[config.mk]
export PLATFORM = sky130hd
export DESIGN_NAME = fifo_rd_unpacker_flat
export DESIGN_NICKNAME = d
export VERILOG_FILES = /design/src/rtl/fifo_rd_pkg.sv /design/src/rtl/fifo_rd_unpacker_if.sv /design/src/rtl/fifo_rd_wbuf.sv /design/src/rtl/fifo_rd_unpacker.sv /design/src/flat_wrapper.sv
export SDC_FILE = /design/constraint.sdc
export NUM_CORES = 1
export LEC_CHECK = 0
export CAP_MARGIN = 0
export CELL_PAD_IN_SITES_DETAIL_PLACEMENT = 0
export CELL_PAD_IN_SITES_GLOBAL_PLACEMENT = 1
export CORE_MARGIN = 1
export CORE_UTILIZATION = 50
export CTS_BUF_LIST = sky130_fd_sc_hd__clkbuf_4 sky130_fd_sc_hd__clkbuf_8
export DETAILED_ROUTE_END_ITERATION = 8
export GPL_ROUTABILITY_DRIVEN = 0
export GPL_TIMING_DRIVEN = 0
export MAX_ROUTING_LAYER = met4
export PLACE_DENSITY = 0.89
export SYNTH_ARGS = -nofsm -noshare
export SYNTH_HDL_FRONTEND = slang
export SYNTH_SLANG_ARGS = --single-unit
[constraint.sdc]
create_clock -name r_clk -period 19.4 [get_ports r_clk]
set_input_delay 2.91 -clock r_clk [delete_from_list [all_inputs] [get_ports r_clk]]
set_output_delay 2.91 -clock r_clk [all_outputs]
set_load 0.02 [all_outputs]
[src/rtl/fifo_rd_pkg.sv]
// rtl/fifo_rd_pkg.sv - shared constants and elaboration helpers for the FIFO read-side unpacker
package fifo_rd_pkg;

  localparam int BUF_DEPTH = 2;

  // Width of the beat counter; a RATIO of 2 still needs one bit.
  function automatic int beat_w(input int ratio);
    return (ratio <= 2) ? 1 : $clog2(ratio);
  endfunction

  function automatic bit cfg_ok(input int data_w, input int out_w);
    return (out_w > 0) && ((data_w % out_w) == 0) && ((data_w / out_w) >= 2);
  endfunction

endpackage

[src/rtl/fifo_rd_unpacker_if.sv]
// rtl/fifo_rd_unpacker_if.sv - FIFO read port plus narrow output stream bundle
interface fifo_rd_unpacker_if #(
  parameter int DATA_W = 128,
  parameter int OUT_W  = 32
) ();

  logic              r_en;
  logic              r_empty;
  logic [DATA_W-1:0] rdata;
  logic              m_valid;
  logic              m_ready;
  logic [OUT_W-1:0]  m_data;
  logic              m_last;
  logic              busy;

  modport master (
    output r_en, m_valid, m_data, m_last, busy,
    input  r_empty, rdata, m_ready
  );

  modport slave (
    input  r_en, m_valid, m_data, m_last, busy,
    output r_empty, rdata, m_ready
  );

endinterface

[src/rtl/fifo_rd_wbuf.sv]
// rtl/fifo_rd_wbuf.sv - two-entry word store with wrapping 1-bit pointers and occupancy
module fifo_rd_wbuf
  import fifo_rd_pkg::*;
#(
  parameter int DATA_W = 128
) (
  input  logic              clk,
  input  logic              rst_n,
  input  logic              push,
  input  logic [DATA_W-1:0] push_data,
  input  logic              pop,
  output logic [DATA_W-1:0] rd_data,
  output logic [1:0]        occ,
  output logic              full,
  output logic              empty
);

  logic [DATA_W-1:0] r_slot [BUF_DEPTH];
  logic              r_wr_ptr;
  logic              r_rd_ptr;
  logic [1:0]        r_occ;

  always_ff @(posedge clk) begin
    if (!rst_n) begin
      r_wr_ptr <= 1'b0;
      r_rd_ptr <= 1'b0;
      r_occ    <= 2'd0;
    end else begin
      if (push) r_wr_ptr <= ~r_wr_ptr;
      if (pop)  r_rd_ptr <= ~r_rd_ptr;
      case ({push, pop})
        2'b10:   r_occ <= r_occ + 2'd1;
        2'b01:   r_occ <= r_occ - 2'd1;
        default: r_occ <= r_occ;
      endcase
    end
  end

  // Payload is left unreset; occupancy alone decides what is meaningful.
  always_ff @(posedge clk) begin
    if (push) r_slot[r_wr_ptr] <= push_data;
  end

  always_ff @(posedge clk) begin
    if (rst_n) begin
      assert (!(pop && (r_occ == 2'd0)))
        else $error("fifo_rd_wbuf: pop while empty");
    end
  end

  assign rd_data = r_slot[r_rd_ptr];
  assign occ     = r_occ;
  assign full    = (r_occ == 2'd2);
  assign empty   = (r_occ == 2'd0);

endmodule

[src/rtl/fifo_rd_unpacker.sv]
// rtl/fifo_rd_unpacker.sv - pulls wide FIFO words and emits them as narrow beats, LS slice first
module fifo_rd_unpacker
  import fifo_rd_pkg::*;
#(
  parameter int DATA_W = 128,
  parameter int OUT_W  = 32
) (
  input  logic                 r_clk,
  input  logic                 r_rst_n,
  fifo_rd_unpacker_if.master   bus
);

  localparam int RATIO = DATA_W / OUT_W;
  localparam int BW    = beat_w(RATIO);

  if (!cfg_ok(DATA_W, OUT_W)) begin : g_cfg_err
    $error("fifo_rd_unpacker: DATA_W must be a multiple of OUT_W with RATIO >= 2");
  end

  logic              r_pend;
  logic [BW-1:0]     r_beat;

  logic [DATA_W-1:0] w_rd_word;
  logic [1:0]        w_occ;
  logic              w_full;
  logic              w_empty;
  logic              w_credit;
  logic              w_r_en;
  logic              w_valid;
  logic              w_last;
  logic              w_fire;
  logic              w_pop;
  logic [OUT_W-1:0]  w_slice [RATIO];

  // A word is only requested when a slot is guaranteed for it, counting the
  // read already in flight; a pop in the same cycle is deliberately ignored.
  assign w_credit = (({1'b0, w_occ} + {2'b00, r_pend}) < 3'd2);
  assign w_r_en   = r_rst_n && !bus.r_empty && w_credit;

  assign w_valid  = r_rst_n && !w_empty;
  assign w_last   = w_valid && (r_beat == BW'(RATIO - 1));
  assign w_fire   = w_valid && bus.m_ready;
  assign w_pop    = w_fire && w_last;

  for (genvar g = 0; g < RATIO; g++) begin : g_slice
    assign w_slice[g] = w_rd_word[g*OUT_W +: OUT_W];
  end

  always_ff @(posedge r_clk) begin
    if (!r_rst_n) begin
      r_pend <= 1'b0;
      r_beat <= '0;
    end else begin
      r_pend <= w_r_en;
      if (w_fire) r_beat <= w_last ? '0 : r_beat + 1'b1;
    end
  end

  always_ff @(posedge r_clk) begin
    if (r_rst_n) begin
      assert (!(r_pend && w_full && !w_pop))
        else $error("fifo_rd_unpacker: capture into full word buffer");
    end
  end

  fifo_rd_wbuf #(
    .DATA_W (DATA_W)
  ) u_wbuf (
    .clk       (r_clk),
    .rst_n     (r_rst_n),
    .push      (r_pend),
    .push_data (bus.rdata),
    .pop       (w_pop),
    .rd_data   (w_rd_word),
    .occ       (w_occ),
    .full      (w_full),
    .empty     (w_empty)
  );

  assign bus.r_en    = w_r_en;
  assign bus.m_valid = w_valid;
  assign bus.m_data  = w_valid ? w_slice[r_beat] : '0;
  assign bus.m_last  = w_last;
  assign bus.busy    = r_rst_n && (!w_empty || r_pend);

endmodule

[src/flat_wrapper.sv]
// flat-port wrapper written by rule: the top's interface ports become plain ports
module fifo_rd_unpacker_flat import fifo_rd_pkg::*;
#(
  parameter int DATA_W = 128,
  parameter int OUT_W  = 32
)
  (r_clk, r_rst_n, bus_r_en, bus_m_valid, bus_m_data, bus_m_last, bus_busy, bus_r_empty, bus_rdata, bus_m_ready);
  fifo_rd_unpacker_if #(.DATA_W(DATA_W), .OUT_W(OUT_W)) bus_i ();
  input  logic r_clk;
  input  logic r_rst_n;
  output wire logic [$bits(bus_i.r_en)-1:0] bus_r_en;
  output wire logic [$bits(bus_i.m_valid)-1:0] bus_m_valid;
  output wire logic [$bits(bus_i.m_data)-1:0] bus_m_data;
  output wire logic [$bits(bus_i.m_last)-1:0] bus_m_last;
  output wire logic [$bits(bus_i.busy)-1:0] bus_busy;
  input wire logic [$bits(bus_i.r_empty)-1:0] bus_r_empty;
  input wire logic [$bits(bus_i.rdata)-1:0] bus_rdata;
  input wire logic [$bits(bus_i.m_ready)-1:0] bus_m_ready;
  assign bus_r_en = bus_i.r_en;
  assign bus_m_valid = bus_i.m_valid;
  assign bus_m_data = bus_i.m_data;
  assign bus_m_last = bus_i.m_last;
  assign bus_busy = bus_i.busy;
  assign bus_i.r_empty = bus_r_empty;
  assign bus_i.rdata = bus_rdata;
  assign bus_i.m_ready = bus_m_ready;
  fifo_rd_unpacker #(.DATA_W(DATA_W), .OUT_W(OUT_W)) u_core (.r_clk(r_clk), .r_rst_n(r_rst_n), .bus(bus_i));
endmodule
==> results.ini <==
[run_status]
status=completed

[setup_path]
critPathRequiredTime_ns=16.49
worstPathMaxFanout=10
start_kind=primary input
critPathKind=primary input to output pin
critical_path_arrival_ns=4.82
endpoint_kind=output pin

[synth]
ys_seq_elements=264
async_flop_share_pct=0
yosysTopAreaCellShare_pct=73.08
yosys_warnings=0
syn_nets=726
synth_edf_count=256
synthTopCellsByArea=edfxtp_1, mux2_2, mux2_4
syn_avg_cell_area_um2=17.77
synth_top_cell_by_area=edfxtp_1
syn_area_um2=10520
ys_seq_area_share_pct=74.60
synthCells=592
ys_types=38
ys.flop_type=edfxtp_1

[drt]
drt-initial-drc-count=357
dr.pass1.iters=4
wl_per_cell_um=20.13
routed_via_density=5.341
final_antenna_net_count=0
wl_um=22310
num_vias=5918
route.detailed.drc=0

[pwr]
leakagePower_nw=4.491
peakVddDrop_mv=0.05616
power.density_nw_per_um2=87.36

[sta]
hold_viol_final=0
slew_headroom_pct=44.83
fin_crit_ns=7.732
max_freq_mhz=129.3
skew_ns=0.01722
finalSetupTns_ns=0
tightestPinTransition_ns=0.8256
fin_crit_sh_pct=39.86
setup_violations=0
rsz0062_at_grt=false
finalMaxSlewViolations=0

[final_layout]
layout_commonest_cell=edfxtp_1
drive_above_1_share_pct=23.66
instances_no_fill=1108
fillers=1429
final_cell_mix=edfxtp_1, clkdlybuf4s50_1, mux2_2
nets=942
area_growth_pct=27.83

[floorplan]
die_w_um=147.0
ioPinCount=168
core_um2=20430
initial_core_util_pct=51.49
die-area_um2=21620
rows=52
die_y_um=147.0

[clock_tree]
cts_resized=0
cts.clk_slew.worst_paths_ns=0.05
cts-root-buf=clkbuf_8
clock_sinks=264
cts_tree=done
clk_latency_ns=0.53
htree_levels=2
clockBufferDepth=3
ctsHoldBuffers=0
numCtsBuffers=42
post-cts-setup-buffer-count=0

[global_route]
grt_max_degree=57
grt_pass1_wl_um=34020
first_global_vias=6341
antenna_found_initial=1
track_usage_pct=21.63
grt-ovfl-total=0

[placed_design]
numPortBuffers=166
dp_cells=1034
dpl.hpwl_um=14940

[job]
cap_violations=0

[min_path]
hold_class=flop to flop

==> synth_stat cells, types with 3 or more instances <==
cell and n:
buf_8 3, buf_6 3, nor3_1 31, nand2_1 5, edfxtp_1 256, nor2b_1 33
clkbuf_1 5, and2_1 3, mux2_2 63, buf_4 9, mux2_4 33, dfxtp_1 8
a211oi_1 32, buf_1 3, buf_2 12, o22ai_1 31, o21ai_1 32
==> final cells by class <==
class / count / area, um^2 / area share [%]
Clock inverter: 15 / 68.82 / 0.5118
Antenna cell: 1 / 2.502 / 0.01861
Inverter: 1 / 3.754 / 0.02791
Sequential cell: 264 / 7848 / 58.36
Buffer: 37 / 261.5 / 1.945
Multi-Input combinational cell: 290 / 2416 / 17.97
Clock buffer: 58 / 704.4 / 5.239
Timing Repair Buffer: 172 / 1804 / 13.42
Tap cell: 270 / 337.8 / 2.512
==> cells by family (layout without fill, tap and decap cells) <==
kind of cell / count (synthesis) / after routing / share of synthesized area [%]
AO/OA/AOI/OAI: 105 / 105 / 6.411
XOR/XNOR: 2 / 2 / 0.1666
adder cells (fa/ha/maj): 2 / 2 / 0.2379
buffers and inverters: 38 / 283 / 2.522
flip-flops: 264 / 264 / 74.60
multiplexers: 98 / 98 / 11.65
other: 0 / 1 / 0
AND/OR/NAND/NOR: 83 / 83 / 4.413
==> state kept, by name (all words and copies together), names as in the netlist, named ones only <==
name	count
u_core.u_wbuf.r_slot	256
u_core.r_beat	2
u_core.u_wbuf.occ	2
u_core.r_pend	1
u_core.u_wbuf.r_rd_ptr	1
u_core.u_wbuf.r_wr_ptr	1
==> layer usage <==
layer	wire length [um]	up-vias	global-route usage, %	share of wire (%)
met5	0	-	-	0
met3	1688	34	5.373	7.6
li1	-	2783	-	-
met2	11230	208	35.92	50
met4	316	0	5.155	1.4
met1	9075	2893	26.70	41
==> critical path, stage by stage <==
cell,delay (ns)
buf_2,0.18
o21a_4,0.27
clkbuf_1,0.41
o21ai_1,0.14
nor3_1,0.24
clkdlybuf4s50_1,0.66
==> final timing paths <==
kind,start,end,slack (ns),depth (start not counted)
worst max-delay path,r_rst_n,bus_m_data[7],11.67,6
worst min-delay path,u_core.u_wbuf.r_rd_ptr$_SDFFE_PN0P_,u_core.u_wbuf.r_rd_ptr$_SDFFE_PN0P_,0.46,1
worst min register to register,u_core.u_wbuf.r_rd_ptr$_SDFFE_PN0P_,u_core.u_wbuf.r_rd_ptr$_SDFFE_PN0P_,0.46,1
worst max register to register,u_core.r_pend$_SDFF_PN0_,u_core.u_wbuf.r_slot[0][81]$_DFFE_PP_,17.36,4
==> where the power goes <==
group,total [mW],internal [mW],switching (mW),leakage (nW)
Combinational,0.0862,0.0473,0.0389,1.67
Clock,0.436,0.234,0.201,0.412
Sequential,0.653,0.648,0.00462,2.41
Total,1.17,0.930,0.245,4.49
==> metrics by stage <==
stage	power (mW)	utilization [%]	hold slack (ns)	cell area (um^2)	setup WS (ns)
final	1.175	65.82	0.4642	13450	11.67
after global routing	1.216	65.82	0.5048	13450	11.56
after CTS	1.187	65.81	0.4702	13440	11.62
after detailed placement	0.7511	62.02	0.4641	12670	11.63
after global placement	0.7489	61.28	0.4488	12520	10.45
after floorplan	0.7024	-	0.4366	10520	12.46
(Power assumes the default switching activity.)
